==> config.mk <==
export PLATFORM = sky130hd
export DESIGN_NAME = score_counter
export DESIGN_NICKNAME = d
export VERILOG_FILES = /design/src/rtl/dino_pkg.sv /design/src/rtl/bcd_digit.sv /design/src/rtl/score_counter.sv
export SDC_FILE = /design/constraint.sdc
export NUM_CORES = 1
export LEC_CHECK = 0
export ABC_AREA = 1
export BUFFER_PORTS_ARGS = -buffer_cell sky130_fd_sc_hd__buf_2
export CORE_MARGIN = 1
export CORE_UTILIZATION = 30
export CTS_CLUSTER_DIAMETER = 80
export DETAILED_ROUTE_END_ITERATION = 8
export PLACE_DENSITY = 0.49
export SETUP_SLACK_MARGIN = 0.05
export SLEW_MARGIN = 20
export SYNTH_ARGS = -nofsm -noshare
export SYNTH_HDL_FRONTEND = slang
export SYNTH_SLANG_ARGS = --single-unit
==> constraint.sdc <==
create_clock -name clk -period 1.7 [get_ports clk]
set_input_delay 0.255 -clock clk [delete_from_list [all_inputs] [get_ports clk]]
set_output_delay 0.255 -clock clk [all_outputs]
set_load 0.05 [all_outputs]
==> src/rtl/dino_pkg.sv <==
// Types and constants shared across the dino game blocks (score_counter, score_render).
package dino_pkg;

  localparam int BCD_W          = 4;
  localparam int DIGITS_DEFAULT = 4;

  typedef enum logic [1:0] {
    IDLE    = 2'd0,
    RUNNING = 2'd1,
    OVER    = 2'd2
  } score_state_t;

endpackage

==> src/rtl/bcd_digit.sv <==
// One packed-BCD digit incrementer; digits chain through inc_in/carry_out.
module bcd_digit
  import dino_pkg::*;
(
  input  logic [BCD_W-1:0] digit_in,
  input  logic             inc_in,
  output logic [BCD_W-1:0] digit_out,
  output logic             carry_out
);

  always_comb begin
    digit_out = digit_in;
    carry_out = 1'b0;
    if (inc_in) begin
      if (digit_in == 4'd9) begin
        digit_out = 4'd0;
        carry_out = 1'b1;
      end else begin
        digit_out = digit_in + 4'd1;
      end
    end
  end

endmodule

==> src/rtl/score_counter.sv <==
// Dino game score keeper: BCD score, session high score, 100-point milestone pulse.
// High score logic is built only when SCORE_HISCORE_EN is defined; otherwise hi_score is 0.
module score_counter
  import dino_pkg::*;
#(
  parameter int DIGITS              = DIGITS_DEFAULT,
  parameter int TICKS_PER_POINT     = 2,
  parameter int MILESTONE_EN_DIGITS = 2
) (
  input  logic                    clk,
  input  logic                    rst_n,
  input  logic                    game_tick,
  input  logic                    game_start_pulse,
  input  logic                    game_over_pulse,
  output logic [BCD_W*DIGITS-1:0] score,
  output logic [BCD_W*DIGITS-1:0] hi_score,
  output logic                    running,
  output logic                    milestone_pulse,
  output score_state_t            dbg_state
);

  localparam int SW = BCD_W * DIGITS;
  localparam int MW = BCD_W * MILESTONE_EN_DIGITS;
  localparam logic [7:0] PRESC_LAST = 8'(TICKS_PER_POINT - 1);

  score_state_t r_state;
  logic [SW-1:0] r_score;
  logic [7:0]    r_presc;
  logic          r_running;
  logic          r_milestone;

  logic [SW-1:0]   w_next;
  logic [DIGITS:0] w_carry;
  logic            w_all9;
  logic            w_low_zero;
  logic            w_go_over;

  // Chain is always fed a +1; its final carry doubles as the all-9s detect.
  assign w_carry[0] = 1'b1;

  for (genvar g = 0; g < DIGITS; g++) begin : g_digit
    bcd_digit u_digit (
      .digit_in  (r_score[g*BCD_W +: BCD_W]),
      .inc_in    (w_carry[g]),
      .digit_out (w_next[g*BCD_W +: BCD_W]),
      .carry_out (w_carry[g+1])
    );
  end

  assign w_all9     = w_carry[DIGITS];
  assign w_low_zero = (w_next[MW-1:0] == '0);
  assign w_go_over  = (r_state == RUNNING) && game_over_pulse;

  always_ff @(posedge clk or negedge rst_n) begin
    if (!rst_n) begin
      r_state     <= IDLE;
      r_score     <= '0;
      r_presc     <= '0;
      r_running   <= 1'b0;
      r_milestone <= 1'b0;
    end else begin
      r_milestone <= 1'b0;
      case (r_state)
        IDLE, OVER: begin
          if (game_start_pulse) begin
            r_state   <= RUNNING;
            r_running <= 1'b1;
            r_score   <= '0;
            r_presc   <= '0;
          end
        end
        RUNNING: begin
          if (game_over_pulse) begin
            r_state   <= OVER;
            r_running <= 1'b0;
          end else if (game_tick) begin
            if (r_presc == PRESC_LAST) begin
              r_presc <= '0;
              if (!w_all9) begin
                r_score     <= w_next;
                r_milestone <= w_low_zero;
              end
            end else begin
              r_presc <= r_presc + 8'd1;
            end
          end
        end
        default: begin
          r_state   <= IDLE;
          r_running <= 1'b0;
        end
      endcase
    end
  end

`ifdef SCORE_HISCORE_EN
  logic [SW-1:0] r_hi;

  // Most significant differing digit decides the order.
  function automatic logic bcd_gt(input logic [SW-1:0] a, input logic [SW-1:0] b);
    logic decided;
    logic gt;
    decided = 1'b0;
    gt      = 1'b0;
    for (int i = DIGITS - 1; i >= 0; i--) begin
      if (!decided && (a[i*BCD_W +: BCD_W] != b[i*BCD_W +: BCD_W])) begin
        decided = 1'b1;
        gt      = (a[i*BCD_W +: BCD_W] > b[i*BCD_W +: BCD_W]);
      end
    end
    return gt;
  endfunction

  always_ff @(posedge clk or negedge rst_n) begin
    if (!rst_n) begin
      r_hi <= '0;
    end else if (w_go_over && bcd_gt(r_score, r_hi)) begin
      r_hi <= r_score;
    end
  end

  assign hi_score = r_hi;
`else
  assign hi_score = '0;
`endif

  assign score           = r_score;
  assign running         = r_running;
  assign milestone_pulse = r_milestone;
  assign dbg_state       = r_state;

endmodule
Word level (Yosys, flattened, before mapping)
Cells that the tools add are included.
{ "op_classes": {"addsub": 5, "n_eq_ne": 15, "n_mux": 36, "n_reduce_logical": 9} }
{ "ops": {"columns": ["operator", "count"], "rows": [
  ["16-bit 2-to-1 mux", 5],
  ["8-bit 2-to-1 mux", 4],
  ["16-bit one-hot mux with 2 select lines", 1],
  ["4-bit 2-to-1 mux", 7],
  ["4-bit by 1-bit adder with 4-bit output (second input constant)", 4],
  ["4-bit equality test (second input constant)", 4],
  ["8-bit one-hot mux with 2 select lines", 1],
  ["1-bit 2-to-1 mux", 14],
  ["7-bit AND reduction", 2],
  ["2-bit != test (second input constant)", 5],
  ["8-bit by 1-bit adder with 8-bit output (second input constant)", 1],
  ["8-bit by 1-bit equality test with 1-bit output (second input constant)", 1],
  ["8-bit zero test", 1],
  ["2-bit by 1-bit != test with 1-bit output (second input constant)", 3],
  ["6-bit AND reduction", 1],
  ["2-bit 2-to-1 mux", 2],
  ["2-bit one-hot mux with 2 select lines", 1],
  ["4-bit AND reduction", 1],
  ["2-bit by 1-bit equality test with 1-bit output (second input constant)", 1],
  ["2-bit equality test (second input constant)", 1],
  ["2-bit zero test", 1],
  ["1-bit one-hot mux with 2 select lines", 1],
  ["2-bit AND reduction", 1],
  ["2-bit nonzero test", 1],
  ["2-bit OR reduction", 1]
]} }
{ "totals": {"register_bits": 28, "in_bits": 5, "out_inout_bits": 36, "wordCells": 72} }

Logic depth before layout (Yosys ltp)
Gate-level depths: netlist of run 1.
{ "logic_depth": {"word_depth": 10, "depth_mapped": 11, "ltp_nobuf": 11} }

Hierarchy
A second synthesis of run 1 with hierarchy kept.
{ "unflattened": {"cells_unflattened": 290, "hier_area_um2": 1969.4} }
{ "by_module_without_submodules": {"columns": ["module", "instances", "cells_per_inst", "area_per_inst_um2", "seq_area_each_um2"], "rows": [
  ["score_counter", 1, 222, 1629.1, 700.7],
  ["bcd_digit", 4, 17, 85.1, 0.0]
]} }

Least setup slack after synthesis of run 1
No wires, ideal clock.
{ "synth_timing": {"kind": "register to register", "start": "register r_score[8], in the netlist score[8]", "end": "register r_score[7], in the netlist score[7]", "setup_ns": 0.065, "t_arrival_ns": 1.730, "required_ns": 1.635, "setup_slack_ns": -0.095, "stages_incl_launch_ff": 11, "path_buffers": 1, "synth_period_minus_slack_ns": 1.795, "cell_sequence": "dfrtp_1 ha_1 nand2_1 nor2_1 nand2_1 inv_1 nand3_4 nand2_4 buf_12 nand2_2 nand2_2"} }
{ "synth_between": {"elab_chain_len": 6} }
{ "synth_rtl": {"columns": ["item", "line", "source"], "rows": [
  ["from (decl)", "score_counter.sv:27", "logic [SW-1:0] r_score;"],
  ["from (signal assigned)", "score_counter.sv:80", "r_score <= w_next;"],
  ["4-bit equality test", "bcd_digit.sv:15", "if (digit_in == 4'd9) begin"],
  ["1-bit 2-to-1 mux", "bcd_digit.sv:15", null],
  ["1-bit 2-to-1 mux (2 in series)", "bcd_digit.sv:14", "if (inc_in) begin"],
  ["2-bit != test (no line)", null, null],
  ["6-bit AND reduction (no line)", null, null]
]} }
No other way between the ends.
A chain may end at the register's enable or synchronous reset.

Worst setup path after layout of run 1
{ "layout_timing": {"start": "register r_presc[1]", "end": "register r_score[8], in the netlist score[8]"} }
{ "layout_between": {"elab_chain_len": 3} }
{ "layout_rtl": {"columns": ["item", "line", "source"], "rows": [
  ["from (decl)", "score_counter.sv:28", "logic [7:0] r_presc;"],
  ["from (signal assigned)", "score_counter.sv:84", "r_presc <= r_presc + 8'd1;"],
  ["8-bit by 1-bit equality test with 1-bit output", "score_counter.sv:77", "if (r_presc == PRESC_LAST) begin"],
  ["2-bit by 1-bit != test with 1-bit output (no line)", null, null],
  ["7-bit AND reduction (no line)", null, null]
]} }
No other way between the ends.

==> run summary, run 1 <==
Core Area: 6490 um2
Final Max Tran Viols: 0
CP Max Fanout: 5
Worst R2R Setup Slack: 0.11 ns
vias in the first global route: 1551
worst slew pin tran: 0.659 ns
P_sw: 1.67 mW
DP HPWL: 3.21 mm
port bufs: 24
Clock Sink Count: 28
unrepaired setup endpoints after global routing: true
Worst VDD drop: 0.546 mV
Clock Tree Root: clkbuf_8
fmax: 628 MHz
Final Hold Slack: -0.0109 ns
Die Ht: 85.1 um
CTS Buf Count: 3
CTS tree: yes
Synth area leader: dfrtp_1
syn_area_per_cell: 7.59 um2
Die ar.: 7250 um2
max_slew headroom: 56.1%
DRC Markers: 0
Switching Share: 49.4%
fill count: 680
Tightest Hold Check Type: in -> async
Worst-path clk slew: 0.11 ns
CTS H-Tree Depth: 1
GP Congestion: 0.764
Tcrit/Tclk final: 93.6%
GR Overflow Total: 0
Detail Route Antenna Nets: 0
register area: 708 um2
Flop pwr share: 27.5%
Yosys reg bits: 28
Setup Skew: 0.00588 ns
area occupied by multi-input gates: 1180 um2
Vias/cell: 4.50
pin count of the biggest net entering global routing: 29
Area Overhead vs Synth: 17.6%
final hold viol count: 16
Max stage delay on crit path: 0.42 ns
P_int: 1.71 mW
final setup fails: 0
Final Critical Period: 1.59 ns
Wirelength per Cell: 11.2 um
clock network power share: 16.0%
post-synthesis async set-or-reset flop share: 100%
Ports: 41
GRT Util Overall: 12.4%
PwrDens: 1390 nW/um2
initial antenna violation count: 0
Nets: 321
Combinational Power Share: 56.4%
Mapped Cells: 273
Routed WL: 4.32 mm
share of layout cells above drive strength 1: 30.7%
largest cells by area after synthesis: dfrtp_1, nand2_1, buf_4, nor2_1, nand3_1
Max clock buf depth: 2
register area share after synthesis: 33.8%
DR pass1 iterations: 4
top cell type's share of synthesized area: 33.8%
first-pass GRT wire length: 7.24 mm
critical path arrival: 1.77 ns
CP Cell Sequence: inv_2, ha_4, nand3_4, nor2_4, nor2_4, nor2_4, buf_12, nand3_4, nand2_2, nand2_2
FP Rows: 29
Setup Crit Path Kind: reg -> reg
ANT cells: 0
Ys Warns: 0
Skew-Pair Late Insertion Delay: 0.28 ns
CP dominant cell by count: nor2_4
CP required: 1.88 ns
maxcap violations: 0
Initial Util: 31.9%
Lkg Pwr: 1.20 nW
chip width: 85.1 um
Iteration-0 DRC Markers: 73
Post-synth EDFFs: 0
Post-synth top flop: dfrtp_1
failing checks: negative hold slack
CP endpoint kind: register
synth unique cells: 31
outcome: finished with violations
Post-Syn Area: 2070 um2
Pwr Total: 3.39 mW
Finished Core Util: 37.5%
element type at the critical path start: register
setup_tns: 0 ns
total number of vias: 1738
cell at the slowest stage of the critical path: dfrtp_1
power groups by stage:
stage	logic (mW)	registers (mW)	clock network [mW]
finish	1.91	0.932	0.543
floorplan	1.15	1.23	0
global route	2.10	0.953	0.595
CTS	1.74	0.927	0.574
global placement	1.73	0.938	0
detailed placement	1.72	0.943	0
metrics by stage:
stage	area (um2)	cells	hold slack, ns	setup slack (ns)
after CTS	2330	382	0.0139	0.0868
after detailed placement	2260	378	0.344	0.0603
after global placement	2260	378	0.335	0.109
after floorplan	2140	288	-0.0406	0.0611
final	2440	386	-0.0109	0.109
after global routing	2440	386	0.0336	0.00348
logic make-up (layout without fill, tap and decap cells):
| kind of cell | count (synthesis) | count (layout) | share of synthesized area, % |
|---|---|---|---|
| DFF | 28 | 28 | 33.8 |
| and+or+nand+nor | 161 | 161 | 39.5 |
| other | 1 | 16 | 0.181 |
| AOI/OAI and AO/OA | 22 | 22 | 7.12 |
| buffers and inverters | 53 | 74 | 14.9 |
| xor gates and xnor gates | 2 | 2 | 0.845 |
| adders and majority gates | 6 | 6 | 3.62 |
placed cells by master, fill, tap and decap left out, types with 3 or more instances in the layout:
cell type and n:
conb_1 16, buf_4 12, nand3_1 18, nor2_1 26, nand2_2 11, inv_1 23
o21ai_0 8, dfrtp_2 6, nand4_1 13, inv_2 7, ha_1 5, nand2_1 70
o21ai_2 7, buf_2 24, nand3_4 5, nor2_2 3, clkbuf_8 3, dfrtp_1 22
nor2_4 6
routing by layer:
layer | vias to the layer above | part of all wire, % | global-route usage, %
met3 | 2 | 3.5 | 2.63
met4 | 0 | 0.74 | 2.77
li1 | 914 | - | -
met2 | 32 | 45 | 19.6
met1 | 790 | 50 | 17.3
met5 | - | 0 | 0
synth_stat cells (all sizes together), types with 2 or more instances:
master	instances
a22oi	2
o31ai	2
nand2	83
nor3	2
dfrtp	28
xnor2	2
or2	2
nor2	36
nand3b	2
o21ai	15
ha	6
a21oi	2
nand3	23
nand4	13
inv	31
buf	22
layout make-up:
class	instances	area share, %
Multi-Input combinational cell	207	48.3
Sequential cell	28	29.1
Timing Repair Buffer	39	10.9
Inverter	31	4.88
Tap cell	77	3.95
Clock buffer	3	1.69
Clock inverter	1	1.23
state kept, by name, summed over array words and instances (netlist names):
register / flops
r_presc: 8
dbg_state: 2
score: 16
milestone_pulse: 1
running: 1
worst max-delay path: cells and delay by family, from the launching register on:
kind | cells | cell delay, ns
flip-flops | 1 | 0.42
adder cells (fa/ha/maj) | 1 | 0.13
AND/OR/NAND/NOR | 7 | 0.69
buffers and inverters | 2 | 0.25
worst paths after layout:
path                                            endpoint  depth (start not counted)              startpoint
worst max-delay path                score[8]$_DFFE_PN0P_                         10  r_presc[1]$_DFFE_PN0P_
worst min-delay path              r_presc[6]$_DFFE_PN0P_                          1                   rst_n
worst max register to register      score[8]$_DFFE_PN0P_                         10  r_presc[1]$_DFFE_PN0P_
worst min register to register       running$_DFFE_PN0P_                          2     running$_DFFE_PN0P_
max in group asynchronous           score[9]$_DFFE_PN0P_                          1                   rst_n
min in group clk                dbg_state[0]$_DFFE_PN0P_                          3        game_start_pulse
what timing repair did:
item,4_1_cts,5_1_grt
pin swaps,0,6
resized for setup,1,15
buffers inserted,0,3
hold buffers,0,0
cloned,0,1
setup endpoints to repair,4,16
Note: power is estimated with default switching activity, not from simulation.
==> run 2, diff against run 1 <==
--- a/config.mk
+++ b/config.mk
@@ -16,4 +16,5 @@
 export SLEW_MARGIN = 20
 export SYNTH_ARGS = -nofsm -noshare
 export SYNTH_HDL_FRONTEND = slang
+export SYNTH_HIERARCHICAL = 1
 export SYNTH_SLANG_ARGS = --single-unit
==> run summary, run 2 <==
top cell type's share of synthesized area: 35.6%
final hold viol count: 28
layer with the highest usage: met2
initial antenna violation count: 0
pin count of the biggest net entering global routing: 29
global-route track usage on met1: 19.6%
P_sw: 0.975 mW
Setup Skew: 0.00332 ns
synth unique cells: 25
cts hold-fix bufs: 0
first-pass GRT wire length: 8.02 mm
Vias/cell: 4.39
Combinational Power Share: 44.9%
CTS H-Tree Depth: 1
Synth area leader: dfrtp_1
Flop pwr share: 35.0%
Post-synth top cells: nand2_1, inv_1, nor2_1
Max clock buf depth: 2
Worst VDD drop: 0.682 mV
cell area after placement: 2340 um2
final instance area: 2610 um2
setup ws final: -0.531 ns
Switching Share: 44.2%
GP Congestion: 0.806
failing checks: negative hold slack, negative setup slack
Worst-path clk slew: 0.11 ns
Post-synth top flop: dfrtp_1
clock network power share: 20.1%
register area share after synthesis: 35.6%
global-route met2 utilization: 23.2%
Lkg Pwr: 1.37 nW
final setup fails: 17
Tightest Hold Check Type: in -> async
fmax: 448 MHz
port bufs: 24
max_slew headroom: 57.0%
Nets: 363
most common cell after layout, fill and taps aside: nand2_1
element type at the critical path start: register
most numerous cell in the Yosys netlist: nand2_1
critical path arrival: 2.42 ns
DRC Markers: 0
PwrDens: 845 nW/um2
setup_tns: -8.46 ns
Mapped Cells: 290
Clock Sink Count: 28
share of layout cells above drive strength 1: 35.2%
Final Max Tran Viols: 0
vias in the first global route: 1733
ANT cells: 0
unrepaired setup endpoints after global routing: true
Ports: 41
Die Ht: 83.0 um
Wirelength per Cell: 11.0 um
largest cells by area after synthesis: dfrtp_1, nand2_1, nand3_1, inv_1, nor2_1
fin cells: 432
Detail Route Antenna Nets: 0
Tcrit/Tclk final: 131%
Core Area: 6350 um2
Post-Syn Area: 1970 um2
CP endpoint kind: register
Final Critical Period: 2.23 ns
DR pass1 iterations: 4
Routed WL: 4.77 mm
Initial Util: 31.0%
CP Max Fanout: 5
worst slew pin tran: 0.645 ns
FP Rows: 29
max reg flops: 16
CP required: 1.89 ns
Ys Warns: 6
P_int: 1.23 mW
M3 GR Usage: 2.68%
Final Hold Slack: -0.0213 ns
Clock Tree Root: clkbuf_8
Die ar.: 6890 um2
placed insts: 414
syn_area_per_cell: 6.79 um2
chip width: 83.0 um
GR Overflow Total: 0
Yosys reg bits: 28
maxcap violations: 0
Iteration-0 DRC Markers: 90
DP HPWL: 3.36 mm
Area Overhead vs Synth: 32.7%
GRT Util Overall: 14.2%
CTS tree: yes
most frequent cells in the layout: nand2_1, buf_4, nor2_1
Skew-Pair Late Insertion Delay: 0.28 ns
outcome: finished with violations
Post-synth EDFFs: 0
Setup Crit Path Kind: reg -> reg
total number of vias: 1896
CTS Buf Count: 3
post-synthesis async set-or-reset flop share: 100%
-- run 2: changes by cell type after synthesis, moves of 3 or more --
cell	change
a21oi_1	+10
buf_4	+3
buf_6	-3
ha_1	-4
inv_1	+18
nand2_1	-10
nand3_1	+16
nand3_4	-4
nand4_1	-11
nor2_1	+10
o21ai_1	+6
o21ai_2	-6
xor2_1	+5
-- run 2: cells by family after synthesis --
family,after synthesis,share of synthesized area (%)
buffers and inverters,68,17.1
adders and majority gates,2,1.27
xor gates and xnor gates,5,2.22
DFF,28,35.6
AOI/OAI and AO/OA,26,6.86
other,2,0.381
and+or+nand+nor,159,36.6
-- run 2: power by group through the flow --
stage	clock network (mW)	registers (mW)	logic (mW)
after detailed placement	0	0.785	0.894
final	0.444	0.773	0.991
after global placement	0	0.783	0.894
after global routing	0.485	0.779	1.09
after floorplan	0	0.921	0.536
after CTS	0.458	0.772	0.946
-- run 2: final timing paths --
check                                 startpoint                        to  slack (ns)  cells after the start
setup reg to reg            score[3]$_DFFE_PN0P_     score[13]$_DFFE_PN0P_       -0.53                     22
max in group asynchronous                  rst_n      score[0]$_DFFE_PN0P_        1.26                      1
setup / recovery            score[3]$_DFFE_PN0P_     score[13]$_DFFE_PN0P_       -0.53                     22
hold / removal                             rst_n     score[12]$_DFFE_PN0P_       -0.02                      1
hold reg to reg            score[13]$_DFFE_PN0P_     score[13]$_DFFE_PN0P_        0.52                      2
min in group clk                game_start_pulse  dbg_state[0]$_DFFE_PN0P_        0.21                      3
-- run 2: what timing repair did --
item | CTS | global route
buffers inserted | 12 | 1
endpoints found under the setup margin | 17 | 17
resized for setup | 13 | 9
cloned | 0 | 1
pin swaps | 7 | 18
hold endpoints to repair | 0 | 0
-- run 2: critical path, cell delays in order (launching register included) --
cell       delay (ns)
dfrtp_2          0.38
inv_2            0.04
nor2_2           0.11
nand3_2          0.10
inv_2            0.07
nand2_2          0.06
inv_2            0.06
nand3_2          0.08
inv_2            0.08
nand2_2          0.06
inv_2            0.06
nand3_2          0.08
inv_2            0.07
nand2_2          0.06
inv_2            0.06
nand3_2          0.08
inv_2            0.06
inv_2            0.04
a21oi_4          0.16
nor2_4           0.10
clkbuf_16        0.17
nand3_1          0.07
nand2_1          0.05
-- run 2: layout make-up --
class | count | area, um2
Timing Repair Buffer | 67 | 480
Fill cell | 692 | 3740
Multi-Input combinational cell | 210 | 1100
Inverter | 46 | 173
Clock buffer | 4 | 55.1
Tap cell | 77 | 96.3
Sequential cell | 28 | 706
-- run 2: metal layers --
layer | part of all wire (%) | up-vias
met3 | 3.1 | 2
li1 | - | 994
met2 | 47 | 41
met4 | 0.31 | 0
met5 | 0 | -
met1 | 50 | 859
-- run 2: stage by stage --
step	setup WS, ns	utilization (%)	power, mW
after floorplan	-0.718	-	1.46
after global placement	-0.450	36.8	1.68
after detailed placement	-0.484	36.8	1.68
after CTS	-0.495	40.0	2.18
after global routing	-0.710	41.1	2.36
final	-0.531	41.1	2.21
==> run 3, diff against run 2 <==
--- a/config.mk
+++ b/config.mk
@@ -7,11 +7,14 @@
 export LEC_CHECK = 0
 export ABC_AREA = 1
 export BUFFER_PORTS_ARGS = -buffer_cell sky130_fd_sc_hd__buf_2
+export CAP_MARGIN = 20
+export CELL_PAD_IN_SITES_DETAIL_PLACEMENT = 1
+export CELL_PAD_IN_SITES_GLOBAL_PLACEMENT = 1
 export CORE_MARGIN = 1
 export CORE_UTILIZATION = 30
 export CTS_CLUSTER_DIAMETER = 80
 export DETAILED_ROUTE_END_ITERATION = 8
-export PLACE_DENSITY = 0.49
+export PLACE_DENSITY = 0.65
 export SETUP_SLACK_MARGIN = 0.05
 export SLEW_MARGIN = 20
 export SYNTH_ARGS = -nofsm -noshare
==> run summary, run 3 (synthesis gave the netlist of run 2 again) <==
most common cell after layout, fill and taps aside: nand2_1
fill count: 827
GRT Util Overall: 17.6%
FP Rows: 29
Iteration-0 DRC Markers: 45
Die ar.: 6890 um2
Clock Sink Count: 28
initial antenna violation count: 0
final setup fails: 17
critical path arrival: 2.47 ns
Worst VDD drop: 0.489 mV
vias in the first global route: 2080
CTS Buf Count: 3
Lkg Pwr: 1.41 nW
setup_tns: -9.30 ns
Area Overhead vs Synth: 36.8%
Core Area: 6350 um2
final hold viol count: 0
DP HPWL: 3.88 mm
Final Hold Slack: 0.207 ns
element type at the critical path start: register
Setup Crit Path Kind: reg -> reg
worst slack at placement: -0.549 ns
CP endpoint kind: register
Clock Tree Root: clkbuf_8
Routed WL: 5.82 mm
DRC Markers: 0
GR Overflow Total: 0
failing checks: negative setup slack
Vias/cell: 4.54
GP Congestion: 0.776
final instance area: 2700 um2
Ports: 41
unrepaired setup endpoints after global routing: true
Tightest Hold Check Type: in -> reg
Detail Route Antenna Nets: 0
total number of vias: 2010
CP required: 1.90 ns
most frequent cells in the layout: nand2_1, buf_4, nor2_1
Tcrit/Tclk final: 134%
DR pass1 iterations: 4
Nets: 374
Max clock buf depth: 2
chip width: 83.0 um
port bufs: 24
PwrDens: 834 nW/um2
Skew-Pair Late Insertion Delay: 0.29 ns
pin count of the biggest net entering global routing: 29
max reg flops: 16
Wirelength per Cell: 13.1 um
Worst-path clk slew: 0.12 ns
Setup Skew: 0.0153 ns
first-pass GRT wire length: 9.96 mm
share of layout cells above drive strength 1: 36.3%
fmax: 439 MHz
Final Max Tran Viols: 0
Final Critical Period: 2.28 ns
setup ws final: -0.577 ns
CTS tree: yes
CP Max Fanout: 5
maxcap violations: 0
outcome: finished with violations
Die Ht: 83.0 um
Initial Util: 31.0%
ANT cells: 0
CTS H-Tree Depth: 1
cell area after placement: 2370 um2
Finished Core Util: 42.4%
-- run 3: per-layer routing --
layer | up-vias | wire (um) | track usage, %
li1 | 1014 | - | -
met1 | 965 | 2720 | 23.6
met4 | 0 | 22 | 2.35
met3 | 2 | 144 | 2.68
met5 | - | 0 | 0
met2 | 29 | 2940 | 30.5
-- run 3: timing repair --
action | CTS | global route
hold buffers | 1 | 0
resized for setup | 15 | 6
hold endpoints to repair | 28 | 0
cloned | 1 | 0
buffers inserted | 15 | 5
setup endpoints to repair | 17 | 17
pin swaps | 4 | 6
-- run 3: metrics by stage --
step	power (mW)	instances
after global routing	2.38	443
after detailed placement	1.73	417
final	2.25	443
after global placement	1.71	417
after floorplan	1.46	306
after CTS	2.23	438
-- run 3: layout make-up --
cell class              instances  area [um2]  area share, %
multi-input cells             210        1100           40.9
flip-flops and latches         28         706           26.2
repair buffers                 78         573           21.3
inverters                      46         173           6.41
well taps                      77        96.3           3.57
clock buffers                   4        45.0           1.67
-- run 3: critical path: stages, from the launching register on --
cell and delay, ns:
dfrtp_2 0.44, nor2_2 0.12, nand3_2 0.08, inv_2 0.07, nand2_2 0.06, inv_2 0.07
nand3_2 0.08, inv_2 0.08, nand2_2 0.07, inv_2 0.07, nand3_2 0.09, inv_2 0.08
nand2_2 0.06, inv_2 0.07, nand3_2 0.09, inv_2 0.07, inv_2 0.05, a21oi_4 0.15
nor2_4 0.10, buf_16 0.15, nand3_1 0.09, nand2_1 0.06
-- run 3: worst paths after layout --
check,start,end,slack (ns),cells after the start
max,score[2]$_DFFE_PN0P_,score[8]$_DFFE_PN0P_,-0.58,21
min,game_start_pulse,dbg_state[0]$_DFFE_PN0P_,0.21,3
max reg2reg,score[2]$_DFFE_PN0P_,score[8]$_DFFE_PN0P_,-0.58,21
min reg2reg,score[13]$_DFFE_PN0P_,score[13]$_DFFE_PN0P_,0.51,2
max in group asynchronous,rst_n,score[1]$_DFFE_PN0P_,0.89,3
min in group asynchronous,rst_n,score[14]$_DFFE_PN0P_,0.49,3
-- run 3: report_power, final --
part	total [mW]	switching, mW	internal [mW]
Combinational	1.05	0.723	0.330
Clock	0.411	0.242	0.169
Sequential	0.783	0.0587	0.725
